File: src/rtl/leaf_user_bridge_if.sv
// Bundle of every handshake, data and control signal between the bridge, the leaf
// interface and the HLS kernel; slave is the bridge's view, master the surroundings'.
interface leaf_user_bridge_if #(
  parameter int PAYLOAD_BITS  = 32,
  parameter int NUM_IN_PORTS  = 4,
  parameter int NUM_OUT_PORTS = 1,
  parameter int CNT_BITS      = 16
);
  logic                                    start_in;
  logic                                    done_out;
  logic                                    busy;
  logic [NUM_IN_PORTS*PAYLOAD_BITS-1:0]    if2u_data;
  logic [NUM_IN_PORTS-1:0]                 if2u_vld;
  logic [NUM_IN_PORTS-1:0]                 if2u_ack;
  logic [NUM_IN_PORTS*PAYLOAD_BITS-1:0]    u_in_tdata;
  logic [NUM_IN_PORTS-1:0]                 u_in_tvalid;
  logic [NUM_IN_PORTS-1:0]                 u_in_tready;
  logic [NUM_OUT_PORTS*PAYLOAD_BITS-1:0]   u_out_tdata;
  logic [NUM_OUT_PORTS-1:0]                u_out_tvalid;
  logic [NUM_OUT_PORTS-1:0]                u_out_tready;
  logic [NUM_OUT_PORTS*PAYLOAD_BITS-1:0]   u2if_data;
  logic [NUM_OUT_PORTS-1:0]                u2if_vld;
  logic [NUM_OUT_PORTS-1:0]                u2if_ack;
  logic                                    ap_start_kernel;
  logic                                    ap_ready_kernel;
  logic                                    ap_done_kernel;
  logic                                    ap_rst_n_kernel;
  logic [NUM_OUT_PORTS*CNT_BITS-1:0]       out_word_cnt;

  modport slave (
    input  start_in, if2u_data, if2u_vld, u_in_tready, u_out_tdata, u_out_tvalid,
           u2if_ack, ap_ready_kernel, ap_done_kernel,
    output done_out, busy, if2u_ack, u_in_tdata, u_in_tvalid, u_out_tready,
           u2if_data, u2if_vld, ap_start_kernel, ap_rst_n_kernel, out_word_cnt
  );

  modport master (
    output start_in, if2u_data, if2u_vld, u_in_tready, u_out_tdata, u_out_tvalid,
           u2if_ack, ap_ready_kernel, ap_done_kernel,
    input  done_out, busy, if2u_ack, u_in_tdata, u_in_tvalid, u_out_tready,
           u2if_data, u2if_vld, ap_start_kernel, ap_rst_n_kernel, out_word_cnt
  );
endinterface

File: src/rtl/leaf_user_bridge.sv
// Per-stream FIFO bridge between leaf_interface user ports and an ap_ctrl_hs HLS kernel,
// with a start/drain controller and saturating per-output word counters.
module leaf_user_bridge_fifo #(
  parameter int WIDTH      = 32,
  parameter int DEPTH_BITS = 2
) (
  input  logic             clk,
  input  logic             reset,
  input  logic             i_push,
  input  logic [WIDTH-1:0] i_data,
  output logic             o_ready,
  output logic             o_valid,
  output logic [WIDTH-1:0] o_data,
  input  logic             i_pop_ready
);
  localparam int DEPTH = 1 << DEPTH_BITS;
  localparam logic [DEPTH_BITS:0] FULL_COUNT = (DEPTH_BITS+1)'(DEPTH);

  logic [WIDTH-1:0]      r_mem [DEPTH];
  logic [DEPTH_BITS-1:0] r_wr_ptr;
  logic [DEPTH_BITS-1:0] r_rd_ptr;
  logic [DEPTH_BITS:0]   r_count;
  logic                  w_push;
  logic                  w_pop;

  // Handshakes come only from the registered count, so no far-side path reaches them.
  assign o_ready = (r_count != FULL_COUNT);
  assign o_valid = (r_count != '0);
  assign o_data  = r_mem[r_rd_ptr];
  assign w_push  = i_push & o_ready;
  assign w_pop   = o_valid & i_pop_ready;

  always_ff @(posedge clk) begin
    if (w_push) begin
      r_mem[r_wr_ptr] <= i_data;
    end
  end

  always_ff @(posedge clk) begin
    if (reset) begin
      r_wr_ptr <= '0;
      r_rd_ptr <= '0;
      r_count  <= '0;
    end else begin
      if (w_push) r_wr_ptr <= r_wr_ptr + DEPTH_BITS'(1);
      if (w_pop)  r_rd_ptr <= r_rd_ptr + DEPTH_BITS'(1);
      unique case ({w_push, w_pop})
        2'b10:   r_count <= r_count + (DEPTH_BITS+1)'(1);
        2'b01:   r_count <= r_count - (DEPTH_BITS+1)'(1);
        default: r_count <= r_count;
      endcase
    end
  end
endmodule

module leaf_user_bridge #(
  parameter int PAYLOAD_BITS    = 32,
  parameter int NUM_IN_PORTS    = 4,
  parameter int NUM_OUT_PORTS   = 1,
  parameter int FIFO_DEPTH_BITS = 2,
  parameter int CNT_BITS        = 16
) (
  input  logic               clk,
  input  logic               reset,
  leaf_user_bridge_if.slave  bus
);
  localparam int W = PAYLOAD_BITS;

  typedef enum logic [1:0] {S_IDLE, S_RUN, S_DRAIN} state_t;

  state_t                   r_state;
  logic                     r_ap_start;
  logic                     r_done;
  logic [NUM_OUT_PORTS-1:0] w_out_vld;
  logic                     w_cnt_clr;

  assign w_cnt_clr           = (r_state == S_IDLE) & bus.start_in;
  assign bus.u2if_vld        = w_out_vld;
  assign bus.ap_start_kernel = r_ap_start;
  assign bus.done_out        = r_done;
  assign bus.busy            = (r_state != S_IDLE);
  assign bus.ap_rst_n_kernel = ~reset;

  genvar gi;
  generate
    for (gi = 0; gi < NUM_IN_PORTS; gi++) begin : g_in
      leaf_user_bridge_fifo #(.WIDTH(W), .DEPTH_BITS(FIFO_DEPTH_BITS)) u_fifo (
        .clk         (clk),
        .reset       (reset),
        .i_push      (bus.if2u_vld[gi]),
        .i_data      (bus.if2u_data[gi*W +: W]),
        .o_ready     (bus.if2u_ack[gi]),
        .o_valid     (bus.u_in_tvalid[gi]),
        .o_data      (bus.u_in_tdata[gi*W +: W]),
        .i_pop_ready (bus.u_in_tready[gi])
      );
    end

    for (gi = 0; gi < NUM_OUT_PORTS; gi++) begin : g_out
      logic [CNT_BITS-1:0] r_cnt;

      leaf_user_bridge_fifo #(.WIDTH(W), .DEPTH_BITS(FIFO_DEPTH_BITS)) u_fifo (
        .clk         (clk),
        .reset       (reset),
        .i_push      (bus.u_out_tvalid[gi]),
        .i_data      (bus.u_out_tdata[gi*W +: W]),
        .o_ready     (bus.u_out_tready[gi]),
        .o_valid     (w_out_vld[gi]),
        .o_data      (bus.u2if_data[gi*W +: W]),
        .i_pop_ready (bus.u2if_ack[gi])
      );

      // A new run's clear takes priority over a delivery in the same cycle.
      always_ff @(posedge clk) begin
        if (reset) begin
          r_cnt <= '0;
        end else if (w_cnt_clr) begin
          r_cnt <= '0;
        end else if (w_out_vld[gi] && bus.u2if_ack[gi] && (r_cnt != '1)) begin
          r_cnt <= r_cnt + CNT_BITS'(1);
        end
      end

      assign bus.out_word_cnt[gi*CNT_BITS +: CNT_BITS] = r_cnt;
    end
  endgenerate

  always_ff @(posedge clk) begin
    if (reset) begin
      r_state    <= S_IDLE;
      r_ap_start <= 1'b0;
      r_done     <= 1'b0;
    end else begin
      r_done <= 1'b0;
      unique case (r_state)
        S_IDLE: begin
          if (bus.start_in) begin
            r_state    <= S_RUN;
            r_ap_start <= 1'b1;
          end
        end
        S_RUN: begin
          if (bus.ap_ready_kernel) r_ap_start <= 1'b0;
          if (bus.ap_done_kernel)  r_state    <= S_DRAIN;
        end
        S_DRAIN: begin
          if (bus.ap_ready_kernel) r_ap_start <= 1'b0;
          // Completion is reported only once every output word has left the leaf.
          if (w_out_vld == '0) begin
            r_state    <= S_IDLE;
            r_ap_start <= 1'b0;
            r_done     <= 1'b1;
          end
        end
        default: r_state <= S_IDLE;
      endcase
    end
  end
endmodule
File: src/flat_wrapper.sv
// flat-port wrapper written by rule: the top's interface ports become plain ports
module leaf_user_bridge_flat 
#(
  parameter int PAYLOAD_BITS    = 32,
  parameter int NUM_IN_PORTS    = 4,
  parameter int NUM_OUT_PORTS   = 1,
  parameter int FIFO_DEPTH_BITS = 2,
  parameter int CNT_BITS        = 16
)
  (clk, reset, bus_start_in, bus_if2u_data, bus_if2u_vld, bus_u_in_tready, bus_u_out_tdata, bus_u_out_tvalid, bus_u2if_ack, bus_ap_ready_kernel, bus_ap_done_kernel, bus_done_out, bus_busy, bus_if2u_ack, bus_u_in_tdata, bus_u_in_tvalid, bus_u_out_tready, bus_u2if_data, bus_u2if_vld, bus_ap_start_kernel, bus_ap_rst_n_kernel, bus_out_word_cnt);
  leaf_user_bridge_if #(.PAYLOAD_BITS(PAYLOAD_BITS), .NUM_IN_PORTS(NUM_IN_PORTS), .NUM_OUT_PORTS(NUM_OUT_PORTS), .CNT_BITS(CNT_BITS)) bus_i ();
  input  logic clk;
  input  logic reset;
  input wire logic [$bits(bus_i.start_in)-1:0] bus_start_in;
  input wire logic [$bits(bus_i.if2u_data)-1:0] bus_if2u_data;
  input wire logic [$bits(bus_i.if2u_vld)-1:0] bus_if2u_vld;
  input wire logic [$bits(bus_i.u_in_tready)-1:0] bus_u_in_tready;
  input wire logic [$bits(bus_i.u_out_tdata)-1:0] bus_u_out_tdata;
  input wire logic [$bits(bus_i.u_out_tvalid)-1:0] bus_u_out_tvalid;
  input wire logic [$bits(bus_i.u2if_ack)-1:0] bus_u2if_ack;
  input wire logic [$bits(bus_i.ap_ready_kernel)-1:0] bus_ap_ready_kernel;
  input wire logic [$bits(bus_i.ap_done_kernel)-1:0] bus_ap_done_kernel;
  output wire logic [$bits(bus_i.done_out)-1:0] bus_done_out;
  output wire logic [$bits(bus_i.busy)-1:0] bus_busy;
  output wire logic [$bits(bus_i.if2u_ack)-1:0] bus_if2u_ack;
  output wire logic [$bits(bus_i.u_in_tdata)-1:0] bus_u_in_tdata;
  output wire logic [$bits(bus_i.u_in_tvalid)-1:0] bus_u_in_tvalid;
  output wire logic [$bits(bus_i.u_out_tready)-1:0] bus_u_out_tready;
  output wire logic [$bits(bus_i.u2if_data)-1:0] bus_u2if_data;
  output wire logic [$bits(bus_i.u2if_vld)-1:0] bus_u2if_vld;
  output wire logic [$bits(bus_i.ap_start_kernel)-1:0] bus_ap_start_kernel;
  output wire logic [$bits(bus_i.ap_rst_n_kernel)-1:0] bus_ap_rst_n_kernel;
  output wire logic [$bits(bus_i.out_word_cnt)-1:0] bus_out_word_cnt;
  assign bus_i.start_in = bus_start_in;
  assign bus_i.if2u_data = bus_if2u_data;
  assign bus_i.if2u_vld = bus_if2u_vld;
  assign bus_i.u_in_tready = bus_u_in_tready;
  assign bus_i.u_out_tdata = bus_u_out_tdata;
  assign bus_i.u_out_tvalid = bus_u_out_tvalid;
  assign bus_i.u2if_ack = bus_u2if_ack;
  assign bus_i.ap_ready_kernel = bus_ap_ready_kernel;
  assign bus_i.ap_done_kernel = bus_ap_done_kernel;
  assign bus_done_out = bus_i.done_out;
  assign bus_busy = bus_i.busy;
  assign bus_if2u_ack = bus_i.if2u_ack;
  assign bus_u_in_tdata = bus_i.u_in_tdata;
  assign bus_u_in_tvalid = bus_i.u_in_tvalid;
  assign bus_u_out_tready = bus_i.u_out_tready;
  assign bus_u2if_data = bus_i.u2if_data;
  assign bus_u2if_vld = bus_i.u2if_vld;
  assign bus_ap_start_kernel = bus_i.ap_start_kernel;
  assign bus_ap_rst_n_kernel = bus_i.ap_rst_n_kernel;
  assign bus_out_word_cnt = bus_i.out_word_cnt;
  leaf_user_bridge #(.PAYLOAD_BITS(PAYLOAD_BITS), .NUM_IN_PORTS(NUM_IN_PORTS), .NUM_OUT_PORTS(NUM_OUT_PORTS), .FIFO_DEPTH_BITS(FIFO_DEPTH_BITS), .CNT_BITS(CNT_BITS)) u_core (.clk(clk), .reset(reset), .bus(bus_i));
endmodule
File: config.mk
export PLATFORM = sky130hd
export DESIGN_NAME = leaf_user_bridge_flat
export DESIGN_NICKNAME = d
export VERILOG_FILES = /design/src/rtl/leaf_user_bridge_if.sv /design/src/rtl/leaf_user_bridge.sv /design/src/flat_wrapper.sv
export SDC_FILE = /design/constraint.sdc
export NUM_CORES = 1
export LEC_CHECK = 0
export CORE_MARGIN = 10
export CORE_UTILIZATION = 45
export CTS_CLUSTER_DIAMETER = 50
export CTS_CLUSTER_SIZE = 40
export DETAILED_ROUTE_END_ITERATION = 10
export DONT_BUFFER_PORTS = 1
export PLACE_DENSITY = 0.59
export SYNTH_ARGS = -nofsm -noshare
export SYNTH_HDL_FRONTEND = slang
export SYNTH_HIERARCHICAL = 1
export SYNTH_SLANG_ARGS = --single-unit
File: constraint.sdc
create_clock -name clk -period 4 [get_ports clk]
set_input_delay 0.4 -clock clk [delete_from_list [all_inputs] [get_ports clk]]
set_output_delay 0.4 -clock clk [all_outputs]
set_load 0.01 [all_outputs]
-- Word level (Yosys, flattened, before mapping)
Memory sizes are Yosys's and may differ from the RTL's. A register that Yosys moved wholly into a read port is not among the register bits.
Cells that the tools add are included.
- memory bits (writable): 640
- input port bits: 175
- bits in registers: 55
- logic and storage cells: 132
- memories kept: 5
- output and inout port bits: 190
- memory list (name ; words ; bits a word ; read ports ; clocked after Yosys merged registers in ; wr ports ; line ; text):
    u_core.g_in[0].u_fifo.r_mem ; 4 ; 32 ; 1 ; 1 ; 1 ; leaf_user_bridge.sv:19 ; logic [WIDTH-1:0] r_mem [DEPTH];
    u_core.g_in[1].u_fifo.r_mem ; 4 ; 32 ; 1 ; 1 ; 1 ; leaf_user_bridge.sv:19 ;
    u_core.g_in[2].u_fifo.r_mem ; 4 ; 32 ; 1 ; 1 ; 1 ; leaf_user_bridge.sv:19 ;
    u_core.g_in[3].u_fifo.r_mem ; 4 ; 32 ; 1 ; 1 ; 1 ; leaf_user_bridge.sv:19 ;
    u_core.g_out[0].u_fifo.r_mem ; 4 ; 32 ; 1 ; 1 ; 1 ; leaf_user_bridge.sv:19 ;
- bitwise operators: 13
- add/subtract/negate cells: 21
- eq/ne operators: 21
- multiplexer cells: 34
- reductions and logical operators: 19
- operator list (kind ; number):
    3-bit one-hot mux with 2 select lines ; 5
    2-bit 2-to-1 mux ; 13
    2-bit by 1-bit adder with 2-bit output (second input constant) ; 10
    3-bit nonzero test ; 6
    16-bit by 1-bit adder with 16-bit output (second input constant) ; 1
    16-bit != test (second input constant) ; 1
    3-bit by 1-bit adder with 3-bit output (second input constant) ; 5
    3-bit != test (second input constant) ; 5
    3-bit by 1-bit subtractor with 3-bit output (second input constant) ; 5
    1-bit 2-to-1 mux ; 14
    2-bit by 1-bit equality test with 1-bit output (second input constant) ; 6
    2-bit equality test (second input constant) ; 6
    2-bit nonzero test ; 6
    1-bit AND ; 11
    2-bit != test (second input constant) ; 3
    2-bit one-hot mux with 3 select lines ; 1
    2-bit OR reduction ; 2
    1-bit one-hot mux with 3 select lines ; 1
    3-bit AND reduction ; 1
    1-bit logical AND ; 2
    2-bit zero test ; 1
    1-bit inverter ; 2
    2-bit AND reduction ; 1

-- Depth between registers and ports, before layout
Gate-level depths: netlist of run 1.
- depth after elaboration: 4
- mapped depth: 9
- mapped depth without buffers: 9

-- Hierarchy
The synthesis of run 1 kept the hierarchy.
- by module, submodules not included (module ; cells each ; instances ; area an instance (sq um)):
    leaf_user_bridge_fifo ; 219 ; 5 ; 5134.9
    leaf_user_bridge ; 128 ; 1 ; 1077.3

-- Worst setup path before layout of run 1
No wires, ideal clock.
- path kind: reg2reg
- start: register u_core.g_in[0].u_fifo.r_count[0]
- end: memory u_core.g_in[0].u_fifo.r_mem[0][0] (enable)
- arrival: 1.544 ns
- cell stages (with the launch flop): 4
- setup slack: 2.064 ns
- buffers on the path: 0
- setup time: 0.392 ns
- cells stage by stage: dfxtp_1 -> nor2_1 -> a21boi_2 -> and2_1
- word-level cells in the longest chain between the ends: 4
- RTL lines (item ; line ; text):
    from (decl) ; leaf_user_bridge.sv:22 ; logic [DEPTH_BITS:0] r_count;
    from (signal assigned) ; leaf_user_bridge.sv:48 ; 2'b10: r_count <= r_count + (DEPTH_BITS+1)'(1);
    from (signal assigned) ; leaf_user_bridge.sv:49 ; 2'b01: r_count <= r_count - (DEPTH_BITS+1)'(1);
    from (signal assigned) ; leaf_user_bridge.sv:50 ; default: r_count <= r_count;
    3-bit != test ; leaf_user_bridge.sv:27 ; assign o_ready = (r_count != FULL_COUNT);
    1-bit AND ; leaf_user_bridge.sv:30 ; assign w_push = i_push & o_ready;
    1-bit 2-to-1 mux ; leaf_user_bridge.sv:34 ; if (w_push) begin
    1-bit 2-to-1 mux (implied by the code) ; leaf_user_bridge.sv:35 ; r_mem[r_wr_ptr] <= i_data;
    to (decl) ; leaf_user_bridge.sv:19 ;
No other way between the ends.

==> reports/qor.yml, run 1 <==
run_status:
  status: "complete, no violations"
layout:
  multi_input_area_um2: 5620
  ff_latch_area_um2: 20500
  drive_above_1_share: 0.206
  areaGrowthSynthToFinish_pct: 16.9
  fin_nets: 1648
  fillers: 4479
floorplanning:
  die_area_um2: 69600
  fp.dieH_um: 264
  initial_core_util: 0.454
  ios: 365
  coreArea_um2: 58900
  row_count: 89
  dieWidth_um: 264
global_route:
  grt_use_total: 0.158
  grt_pass1_wl_mm: 84.6
  grt_max_degree: 49
  grt_remaining_overflow: 0
  antenna_found_initial: 5
  grt_pass1_vias: 12800
clocking:
  cts_buffers: 61
  cts_buffer_depth: 3
  clkSlewWorstSetupHoldPaths_ns: 0.06
  cts.htree.levels: 2
  cts_resized: 0
  clock_latency_ns: 0.62
  postCtsHoldBufs: 163
  cts_tree: "yes"
  cts.sinks: 705
  root_buffer: "clkbuf_16"
  cts_setup_buffers: 0
timing:
  layout_worst_path_cycle_share: 0.725
  setup_viol: 0
  hold_viol: 0
  rsz0062_at_grt: "false"
  tightest_slew_ns: 0.835
  min_period_ns: 2.90
  fmax_mhz: 345
  tns_ns: 0
  final-max-slew-violation-count: 0
  fin_skew_ns: 0.0220
  relSlewSlack: 0.443
placed_design:
  gp_congestion: 0.748
  io_buffers: 0
  dp.final_hpwl_mm: 35.7
power:
  power_mw: 19.3
  cellLeakagePower_nw: 9.99
  ir_worst_vdd_mv: 0.539
  power.density_nw_per_um2: 616
logic_synthesis:
  synth_nets: 1434
  avgSynthCellArea_um2: 21.9
  ys_seq_elements: 705
  synth_cell_type_count: 42
  async_reset_ff_frac: 0
  synth_area_um2: 26800
  synth_edf_count: 640
  yosys_warnings: 6
  synth_ff_type: "edfxtp_1"
  netlist_instances: 1223
  ys_seq_area_frac: 0.767
critical_path:
  startpoint_type: "flop"
  worstSetupEndpointType: "primary output"
  crit_required_ns: 3.60
  cp_max_fo: 17
  crit_type: "flop to primary output"
  cp.arrival_ns: 2.50
routing:
  ant_nets: 0
  totalWireLength_mm: 55.5
  vias: 12200
  drtPass1Iterations: 5
  drc: 0
  vias_per_cell: 5.40
  drt_iter0_drc: 897
  avgRoutedWirePerCell_um: 24.5
min_path:
  hp-class: "primary input to flop"
job:
  cap_violations: 0
power by group:
| group | switching, mW | internal [mW] |
|---|---|---|
| clock | 2.76 | 3.28 |
| sequential | 0.525 | 8.87 |
| combinational | 2.14 | 1.70 |
| total | 5.42 | 13.8 |
final timing paths:
kind	from	endpoint	slack (ns)	cells past startpoint
setup / recovery	flop	bus_u_in_tdata[125]	1.10	2
hold reg to reg	u_core/g_out[0].u_fifo/r_wr_ptr[1]	u_core/g_out[0].u_fifo/r_wr_ptr[1]	0.52	2
setup reg to reg	u_core/g_out[0].u_fifo/r_count[0]	u_core/bus.out_word_cnt[15]	1.74	5
hold / removal	reset	u_core/g_in[1].u_fifo/r_wr_ptr[0]	0.05	2
cell families after synthesis:
| kind of cell | count (synthesis) | share of synthesized area |
|---|---|---|
| AND/OR/NAND/NOR | 141 | 0.0278 |
| XOR/XNOR | 20 | 0.00655 |
| AO/OA/AOI/OAI | 65 | 0.0165 |
| adder cells (fa/ha/maj) | 36 | 0.0182 |
| multiplexers | 172 | 0.141 |
| buffers and inverters | 84 | 0.0230 |
| flip-flops | 705 | 0.767 |
cell type report:
class | instances | share of cell area
Clock inverter | 43 | 0.0150
Antenna cell | 3 | 0.000240
Timing Repair Buffer | 194 | 0.0602
Tap cell | 773 | 0.0309
Clock buffer | 71 | 0.0530
Sequential cell | 705 | 0.656
Inverter | 41 | 0.00492
Multi-Input combinational cell | 434 | 0.180
state kept, by name (all words and copies together) (netlist names), named ones only:
name / count
u_core/g_out.u_fifo/r_count: 3
u_core/g_in.u_fifo/r_wr_ptr: 8
u_core/g_in.u_fifo/r_mem: 512
u_core/g_out.u_fifo/r_wr_ptr: 2
u_core/r_state: 2
u_core/bus.out_word_cnt: 16
u_core/bus.done_out: 1
u_core/bus.ap_start_kernel: 1
u_core/g_in.u_fifo/r_rd_ptr: 8
u_core/g_in.u_fifo/r_count: 12
u_core/g_out.u_fifo/r_mem: 128
u_core/g_out.u_fifo/r_rd_ptr: 2
through the flow:
step                      hold WS [ns]   util  std cells  setup slack [ns]  instance area [um2]
after floorplan                  0.469      -       1223              2.06                26800
after global placement           0.480  0.467       1984              1.70                27500
after detailed placement         0.489  0.467       1984              1.68                27500
after CTS                      0.00384  0.531       2261              1.00                31300
after global routing            0.0132  0.531       2262             0.918                31300
final                           0.0520  0.531       2264              1.10                31300
placed cells by master, fill, tap and decap left out, types with 6 or more instances in the layout:
cell type,Yosys,final
ha_1,31,31
inv_6,0,8
dlygate4sd3_1,0,162
edfxtp_1,640,640
mux2i_1,7,7
nand2b_1,11,11
dfxtp_1,65,60
nand2_1,14,14
nor2_1,51,51
inv_1,41,41
o311ai_0,7,7
clkbuf_16,0,65
mux4_2,150,150
clkinv_8,0,8
a21oi_1,26,26
clkinv_2,0,6
buf_4,0,31
o31ai_1,8,8
and2_1,21,21
or3_1,13,13
or4_1,7,7
mux4_1,10,10
nor3_1,6,6
xor2_1,15,15
o21ai_0,8,8
synthesized netlist by cell type (7+ instances only):
master,instances,area share
a21oi_1,26,0.0049
and2_1,21,0.0049
buf_12,15,0.011
buf_2,15,0.0028
clkbuf_1,8,0.0011
dfxtp_1,65,0.049
edfxtp_1,640,0.72
ha_1,31,0.014
inv_1,41,0.0058
mux2i_1,7,0.0026
mux4_1,10,0.0098
mux4_2,150,0.13
nand2_1,14,0.0020
nand2b_1,11,0.0026
nor2_1,51,0.0072
o21ai_0,8,0.0015
o311ai_0,7,0.0023
o31ai_1,8,0.0022
or3_1,13,0.0030
or4_1,7,0.0020
xor2_1,15,0.0049
layer usage:
metal / wire length (um) / track usage / share of wire
met3: 5360 / 0.0627 / 0.097
met5: 31 / 0 / 0.00056
met1: 21800 / 0.195 / 0.39
met4: 1020 / 0.0425 / 0.018
met2: 27300 / 0.255 / 0.49
worst max-delay path, cell delays in order, from the launching register on:
cell and delay, ns:
dfxtp_2 0.72, buf_4 0.44, mux4_1 0.70
Power figures use the tool's default switching activity.
==> run 2: changes to the inputs <==
--- a/config.mk
+++ b/config.mk
@@ -11,7 +11,7 @@
 export CTS_CLUSTER_SIZE = 40
 export DETAILED_ROUTE_END_ITERATION = 10
 export DONT_BUFFER_PORTS = 1
-export PLACE_DENSITY = 0.59
+export PLACE_DENSITY = 0.61
 export SYNTH_ARGS = -nofsm -noshare
 export SYNTH_HDL_FRONTEND = slang
 export SYNTH_HIERARCHICAL = 1
==> constraint.sdc (replaced) <==
create_clock -name clk -period 2.6 [get_ports clk]
set_input_delay 0.26 -clock clk [delete_from_list [all_inputs] [get_ports clk]]
set_output_delay 0.26 -clock clk [all_outputs]
set_load 0.01 [all_outputs]
==> run 2 against run 1 <==
Sequential cell count unchanged. Clock skew increased by 0.0034 ns. Sequential power increased by 51%. Power increased by 60%. Utilization increased by 0.87 points. Count of clock-buffer cells in the layout increased by 3. Global-route usage decreased by 0.29 points.
==> reports/qor.yml, run 2 (synthesized netlist as in run 1, its figures left out) <==
timing:
  fin_skew_ns: 0.0253  # was 0.0220 ns
  final-max-slew-violation-count: 0  # unchanged
  layout_worst_path_cycle_share: 0.914
  hold_viol: 0  # unchanged
  rsz0062_at_grt: "false"  # unchanged
  setup_slack_ns: 0.223  # was 1.10 ns
  fmax_mhz: 421
  tns_ns: 0  # unchanged
  setup_viol: 0  # unchanged
  relSlewSlack: 0.455  # was 0.443
  min_period_ns: 2.38
  tightest_slew_ns: 0.818  # was 0.835 ns
global_route:
  grt_use_total: 0.155  # was 0.158
  grt_pass1_vias: 12700  # was 12,800
  grt_remaining_overflow: 0  # unchanged
  grt_max_degree: 55  # was 49
  grt_pass1_wl_mm: 82.2  # was 84.6 mm
  antenna_found_initial: 1  # was 5
layout:
  multi_input_area_um2: 5620  # unchanged
  drive_above_1_share: 0.214  # was 0.206
  final_cell_area_um2: 31800  # was 31,300 um2
  final_core_util: 0.540  # was 0.531
  ff_latch_area_um2: 20500  # unchanged
  areaGrowthSynthToFinish_pct: 18.8  # was 16.9%
  fillers: 4459  # was 4,479
  fin_nets: 1678  # was 1,648
  top_register: "u_core/g_in.u_fifo/r_mem"  # unchanged
  largest_register_ffs: 512  # unchanged
  final_cell_mix: "edfxtp_1 (640), dlygate4sd3_1 (174), mux4_2 (150)"  # was edfxtp_1 (640), dlygate4sd3_1 (162), mux4_2 (150)
  stdcell_count: 2292  # was 2,264
  layout_commonest_cell: "edfxtp_1"  # unchanged
clocking:
  clock_latency_ns: 0.60  # was 0.62 ns
  cts.htree.levels: 3  # was 2
  cts_buffer_depth: 3  # unchanged
  cts_resized: 0  # unchanged
  cts_buffers: 67  # was 61
  root_buffer: "clkbuf_16"  # unchanged
  cts.sinks: 705  # unchanged
  postCtsHoldBufs: 175  # was 163
  cts_tree: "yes"  # unchanged
  clkSlewWorstSetupHoldPaths_ns: 0.07  # was 0.06 ns
  cts_setup_buffers: 0  # unchanged
critical_path:
  cp.arrival_ns: 2.12  # was 2.50 ns
  r2r_slack_ns: 0.41  # was 1.74 ns
  startpoint_type: "flop"  # unchanged
  crit_required_ns: 2.34  # was 3.60 ns
  slowest_stage: "mux4_1"  # was dfxtp_2
  cp_top_family: "multiplexers"  # was flip-flops
  cp_slowest_stage_delay_ns: 0.69  # was 0.72 ns
  worstSetupEndpointType: "primary output"  # unchanged
  worst-path-buf-inv: 1  # unchanged
  cp_max_fo: 25  # was 17
  r2r_start: "u_core/g_out[0].u_fifo/r_count[1]"  # was u_core/g_out[0].u_fifo/r_count[0]
  cp_cell_sequence: "buf_12 -> mux4_1"  # was buf_4 -> mux4_1
  crit_type: "flop to primary output"  # unchanged
power:
  ir_worst_vdd_mv: 0.795  # was 0.539 mV
  power.density_nw_per_um2: 971  # was 616 nW/um2
  cellLeakagePower_nw: 10.2  # was 9.99 nW
routing:
  ant_nets: 0  # unchanged
  vias: 12200  # about the same
  vias_per_cell: 5.33  # was 5.40
  avgRoutedWirePerCell_um: 23.8  # was 24.5 um
  drt_iter0_drc: 811  # was 897
  drtPass1Iterations: 4  # was 5
  totalWireLength_mm: 54.5  # was 55.5 mm
  drc: 0  # unchanged
min_path:
  hp-class: "primary input to flop"  # unchanged
  worstHoldStart: "bus_u2if_ack"  # was reset
placed_design:
  placed_area_um2: 27700  # was 27,500 um2
  dp.final_hpwl_mm: 35.1  # was 35.7 mm
  dp_cells: 1996  # was 1,984
  pre_cts_slack_ns: 0.480  # was 1.68 ns
  gp_congestion: 0.735  # was 0.748
  io_buffers: 0  # unchanged
job:
  cap_violations: 0  # unchanged
floorplanning:
  die_area_um2: 69600  # unchanged
  fp.dieH_um: 264  # unchanged
  ios: 365  # unchanged
  initial_core_util: 0.454  # unchanged
  dieWidth_um: 264  # unchanged
  coreArea_um2: 58900  # unchanged
  row_count: 89  # unchanged
run_status:
  status: "complete, no violations"  # unchanged
run 2: changes by cell type in the layout (fill, tap and decap cells not counted), sizes merged:
| cell | change |
|---|---|
| inv | +9 |
| buf | +12 |
| dlygate4sd3 | +12 |
| clkinvlp | -2 |
| clkbuf | +3 |
| clkinv | -7 |
| bufinv | +3 |
| diode | -2 |
run 2: per-layer routing:
layer,vias up,global-route usage,part of all wire
li1,5515,-,-
met1,6265,0.195,0.40
met2,345,0.247,0.50
met3,80,0.0595,0.083
met4,0,0.0432,0.021
met5,-,0,0
run 2: tightest hold or removal path, delay by kind of cell:
kind / cells / cell delay, ns
simple gates: 2 / 0.25
compound gates: 1 / 0.07
run 2: path summary, 6_finish.rpt:
check | endpoint | cells after the start
worst min register to register | u_core/g_in[3].u_fifo/r_wr_ptr[1] | 2
worst min-delay path | u_core/bus.out_word_cnt[2] | 3
worst max register to register | u_core/r_state[1] | 6
worst max-delay path | bus_u_in_tdata[94] | 2
run 2: area by class of cell:
| class | count | share of cell area |
|---|---|---|
| Clock buffer | 74 | 0.0552 |
| Clock inverter | 46 | 0.0187 |
| Tap cell | 773 | 0.0304 |
| Timing Repair Buffer | 218 | 0.0686 |
| Antenna cell | 1 | 0.0000787 |
| Multi-Input combinational cell | 434 | 0.177 |
| Sequential cell | 705 | 0.646 |
| Inverter | 41 | 0.00484 |
run 2: stage by stage:
step | hold WS, ns | power, mW
finish | 0.0481 | 30.9
global route | 0.0442 | 32.3
CTS | 0.000311 | 31.4
detailed placement | 0.342 | 20.8
global placement | 0.342 | 20.7
floorplan | 0.329 | 19.4
run 2: power by group:
part | internal, mW | switching [mW]
Clock | 5.72 | 4.47
Sequential | 13.6 | 0.589
Combinational | 2.85 | 3.60
==> run 3: changes to the inputs <==
--- a/config.mk
+++ b/config.mk
@@ -5,6 +5,7 @@
 export SDC_FILE = /design/constraint.sdc
 export NUM_CORES = 1
 export LEC_CHECK = 0
+export ABC_AREA = 1
 export CORE_MARGIN = 10
 export CORE_UTILIZATION = 45
 export CTS_CLUSTER_DIAMETER = 50
==> run 3 against run 2 <==
Final cell count grew 36%. Non-clock buffer count down 4. Critical path depth is 1 higher. First-iteration DRC count grew 73%. Largest cell class unchanged. Global-route usage up 1.8 points. Combinational power increased by 3%. Setup slack got worse by 0.021 ns. Critical endpoint is now bus_u_in_tdata[29]. Register-to-register slack gained 0.27 ns.
==> reports/qor.yml, run 3 <==
logic_synthesis:
  avgSynthCellArea_um2: 13.3  # was 21.9 um2
  synth_area_um2: 27600  # was 26,800 um2
  synth_ff_type: "edfxtp_1"  # unchanged
  synth_edf_count: 640  # unchanged
  async_reset_ff_frac: 0  # unchanged
  yosys_warnings: 6  # unchanged
  ys_seq_elements: 705  # unchanged
  yosys-top-cells-area: "edfxtp_1 (70%), nor2_1 (5.4%), dfxtp_1 (4.7%)"  # was edfxtp_1 (72%), mux4_2 (13%), dfxtp_1 (4.9%)
  synth_cell_type_count: 29  # was 42
  synth_nets: 2290  # was 1,434
  netlist_instances: 2079  # was 1,223
  synth_top_area_frac: 0.697  # was 0.718
  synth_commonest_cells: "edfxtp_1 (640), nor2_1 (398), o21ai_0 (194), o22ai_1 (160), o21ai_1 (143)"  # was edfxtp_1 (640), mux4_2 (150), dfxtp_1 (65), nor2_1 (51), inv_1 (41)
  synth_area_leader_cell: "edfxtp_1"  # unchanged
  synth_most_common_cell: "edfxtp_1"  # unchanged
  ys_seq_area_frac: 0.744  # was 0.767
power:
  power.density_nw_per_um2: 954  # was 971 nW/um2
  p_sw_frac: 0.325  # was 0.281
  cellLeakagePower_nw: 11.0  # was 10.2 nW
  intPower_mw: 20.8  # was 22.2 mW
  p_switching_mw: 10.0  # was 8.66 mW
  ir_worst_vdd_mv: 0.662  # was 0.795 mV
  pwr-share-comb: 0.215  # was 0.209
  pwr-share-clk: 0.330  # about the same
  p_seq_frac: 0.454  # was 0.461
  power_mw: 30.8  # was 30.9 mW
layout:
  stdcell_count: 3108  # was 2,292
  fin_nets: 2478  # was 1,678
  largest_register_ffs: 512  # unchanged
  final_cell_mix: "edfxtp_1 (640), nor2_1 (378), o21ai_0 (194)"  # was edfxtp_1 (640), dlygate4sd3_1 (174), mux4_2 (150)
  top_register: "u_core/g_in.u_fifo/r_mem"  # unchanged
  areaGrowthSynthToFinish_pct: 17.2  # was 18.8%
  layout_commonest_cell: "edfxtp_1"  # unchanged
  drive_above_1_share: 0.0960  # was 0.214
clocking:
  cts_setup_buffers: 0  # unchanged
  cts.htree.levels: 3  # unchanged
  cts.sinks: 705  # unchanged
  cts_buffer_depth: 3  # unchanged
  clock_latency_ns: 0.60  # about the same
  cts_tree: "yes"  # unchanged
  root_buffer: "clkbuf_16"  # unchanged
  cts_buffers: 68  # was 67
  clkSlewWorstSetupHoldPaths_ns: 0.07  # about the same
floorplanning:
  die_area_um2: 71600  # was 69,600 um2
  row_count: 90  # was 89
  dieWidth_um: 268  # was 264 um
  fp.dieH_um: 268  # was 264 um
  coreArea_um2: 60500  # was 58,900 um2
  initial_core_util: 0.456  # was 0.454
  ios: 365  # unchanged
routing:
  ant_nets: 0  # unchanged
  drc: 0  # unchanged
  vias: 16700  # was 12,200
  drt_iter0_drc: 1407  # was 811
  totalWireLength_mm: 64.3  # was 54.5 mm
  drtPass1Iterations: 7  # was 4
  avgRoutedWirePerCell_um: 20.7  # was 23.8 um
  vias_per_cell: 5.39  # was 5.33
timing:
  fmax_mhz: 417  # was 421 MHz
  setup_viol: 0  # unchanged
  relSlewSlack: 0.519  # was 0.455
  layout_worst_path_cycle_share: 0.922  # was 0.914
  final-max-slew-violation-count: 0  # unchanged
  tightest_slew_ns: 0.722  # was 0.818 ns
  fin_skew_ns: 0.0194  # was 0.0253 ns
  hold_viol: 0  # unchanged
  tns_ns: 0  # unchanged
  min_period_ns: 2.40  # was 2.38 ns
  rsz0062_at_grt: "false"  # unchanged
placed_design:
  io_buffers: 0  # unchanged
  dp_cells: 2802  # was 1,996
  gp_congestion: 0.768  # was 0.735
  dp.final_hpwl_mm: 39.8  # was 35.1 mm
critical_path:
  cp.arrival_ns: 2.14  # was 2.12 ns
  worstSetupEndpointType: "primary output"  # unchanged
  startpoint_type: "flop"  # unchanged
  crit_required_ns: 2.34  # about the same
  cp_top_family: "compound AO/OA/AOI/OAI gates"  # was multiplexers
  worst-path-buf-inv: 1  # unchanged
  crit_type: "flop to primary output"  # unchanged
  cp_cell_sequence: "inv_2 -> o21ai_1 -> o22ai_1"  # was buf_12 -> mux4_1
  cp_max_fo: 32  # was 25
  cp_slowest_stage_delay_ns: 0.52  # was 0.69 ns
  slowest_stage: "inv_2"  # was mux4_1
run_status:
  status: "complete, no violations"  # unchanged
min_path:
  hp-class: "primary input to flop"  # unchanged
global_route:
  grt_pass1_vias: 16300  # was 12,700
  antenna_found_initial: 5  # was 1
  grt_pass1_wl_mm: 96.5  # was 82.2 mm
  grt_remaining_overflow: 0  # unchanged
  grt_max_degree: 65  # was 55
  grt_use_total: 0.173  # was 0.155
job:
  cap_violations: 0  # unchanged
==> run 3: changes by cell type after synthesis, sizes merged, moves of 11 or more <==
cell / before / now
nand2b: 11 / 0
mux4: 160 / 0
o22ai: 0 / 160
nand3: 5 / 36
buf: 35 / 91
nand2: 14 / 137
xor2: 15 / 2
or3: 14 / 0
and2: 21 / 1
o21ai: 8 / 337
nor2: 51 / 407
inv: 41 / 114
==> run 3: logic make-up (layout without fill, tap and decap cells) <==
group,count (synthesis),after routing,share of synthesized area
compound gates,534,534,0.104
xor+xnor,4,4,0.00127
fa+ha+maj,36,36,0.0177
buf+inv,210,453,0.0459
flops,705,705,0.744
other cells,0,4,0
simple gates,590,590,0.0868
==> run 3: final cells by class <==
class / instances / area, um2
multi-input combinational: 1164 / 5870
fill: 4904 / 28200
tap: 782 / 978
antenna: 4 / 10.0
clock inverter: 52 / 614
sequential: 705 / 20500
timing repair buffer: 214 / 2110
inverter: 114 / 465
clock buffer: 73 / 1730
==> run 3: worst paths after layout <==
kind                            slack, ns  depth (start not counted)                           endpoint                               from
worst max-delay path                 0.20                          3                 bus_u_in_tdata[29]                               flop
worst min-delay path                 0.04                          3         u_core/bus.out_word_cnt[5]                       bus_start_in
worst max register to register       0.68                         12   u_core/g_in[2].u_fifo/r_count[2]   u_core/g_in[2].u_fifo/r_count[1]
worst min register to register       0.50                          2  u_core/g_in[3].u_fifo/r_rd_ptr[1]  u_core/g_in[3].u_fifo/r_rd_ptr[1]
==> run 3: through the flow <==
| step | worst slack [ns] | util | hold WS [ns] | area, um2 |
|---|---|---|---|---|
| floorplan | 0.218 | - | 0.329 | 27600 |
| global placement | 0.689 | 0.466 | 0.345 | 28200 |
| detailed placement | 0.678 | 0.466 | 0.349 | 28200 |
| CTS | 0.0357 | 0.534 | 0.00810 | 32300 |
| global route | 0.0851 | 0.534 | 0.0478 | 32300 |
| finish | 0.202 | 0.534 | 0.0450 | 32300 |
==> run 3: metal layers <==
metal,wire length (um),GRT usage,share of wire
met1,25300,0.207,0.39
met5,13,0,0.00020
met4,1750,0.0644,0.027
met3,5030,0.0532,0.078
met2,32100,0.292,0.50
==> run 3: what timing repair did <==
item,CTS,global route
setup endpoints to repair,0,8
endpoints found under the hold margin,697,0
hold buffers,177,0
resized for setup,0,1
==> run 3: worst reg2reg max path, cell delays in order, from the launching register on <==
cell     delay [ns]
dfxtp_1        0.34
nor2_2         0.17
nand2_2        0.14
nand2_4        0.16
ha_1           0.19
inv_1          0.07
fa_1           0.39
inv_1          0.09
nand2_1        0.05
nand3_1        0.09
nand2_1        0.06
nand2_1        0.05
nor2_1         0.04
==> run 3: power groups by stage <==
stage | Sequential (mW) | Clock [mW] | Combinational [mW]
3_3_place_gp | 14.2 | 0 | 6.20
4_1_cts | 14.0 | 10.4 | 6.73
6_report | 14.0 | 10.2 | 6.64
3_5_place_dp | 14.2 | 0 | 6.37
5_1_grt | 14.1 | 10.8 | 7.34
2_1_floorplan | 14.0 | 0 | 5.02
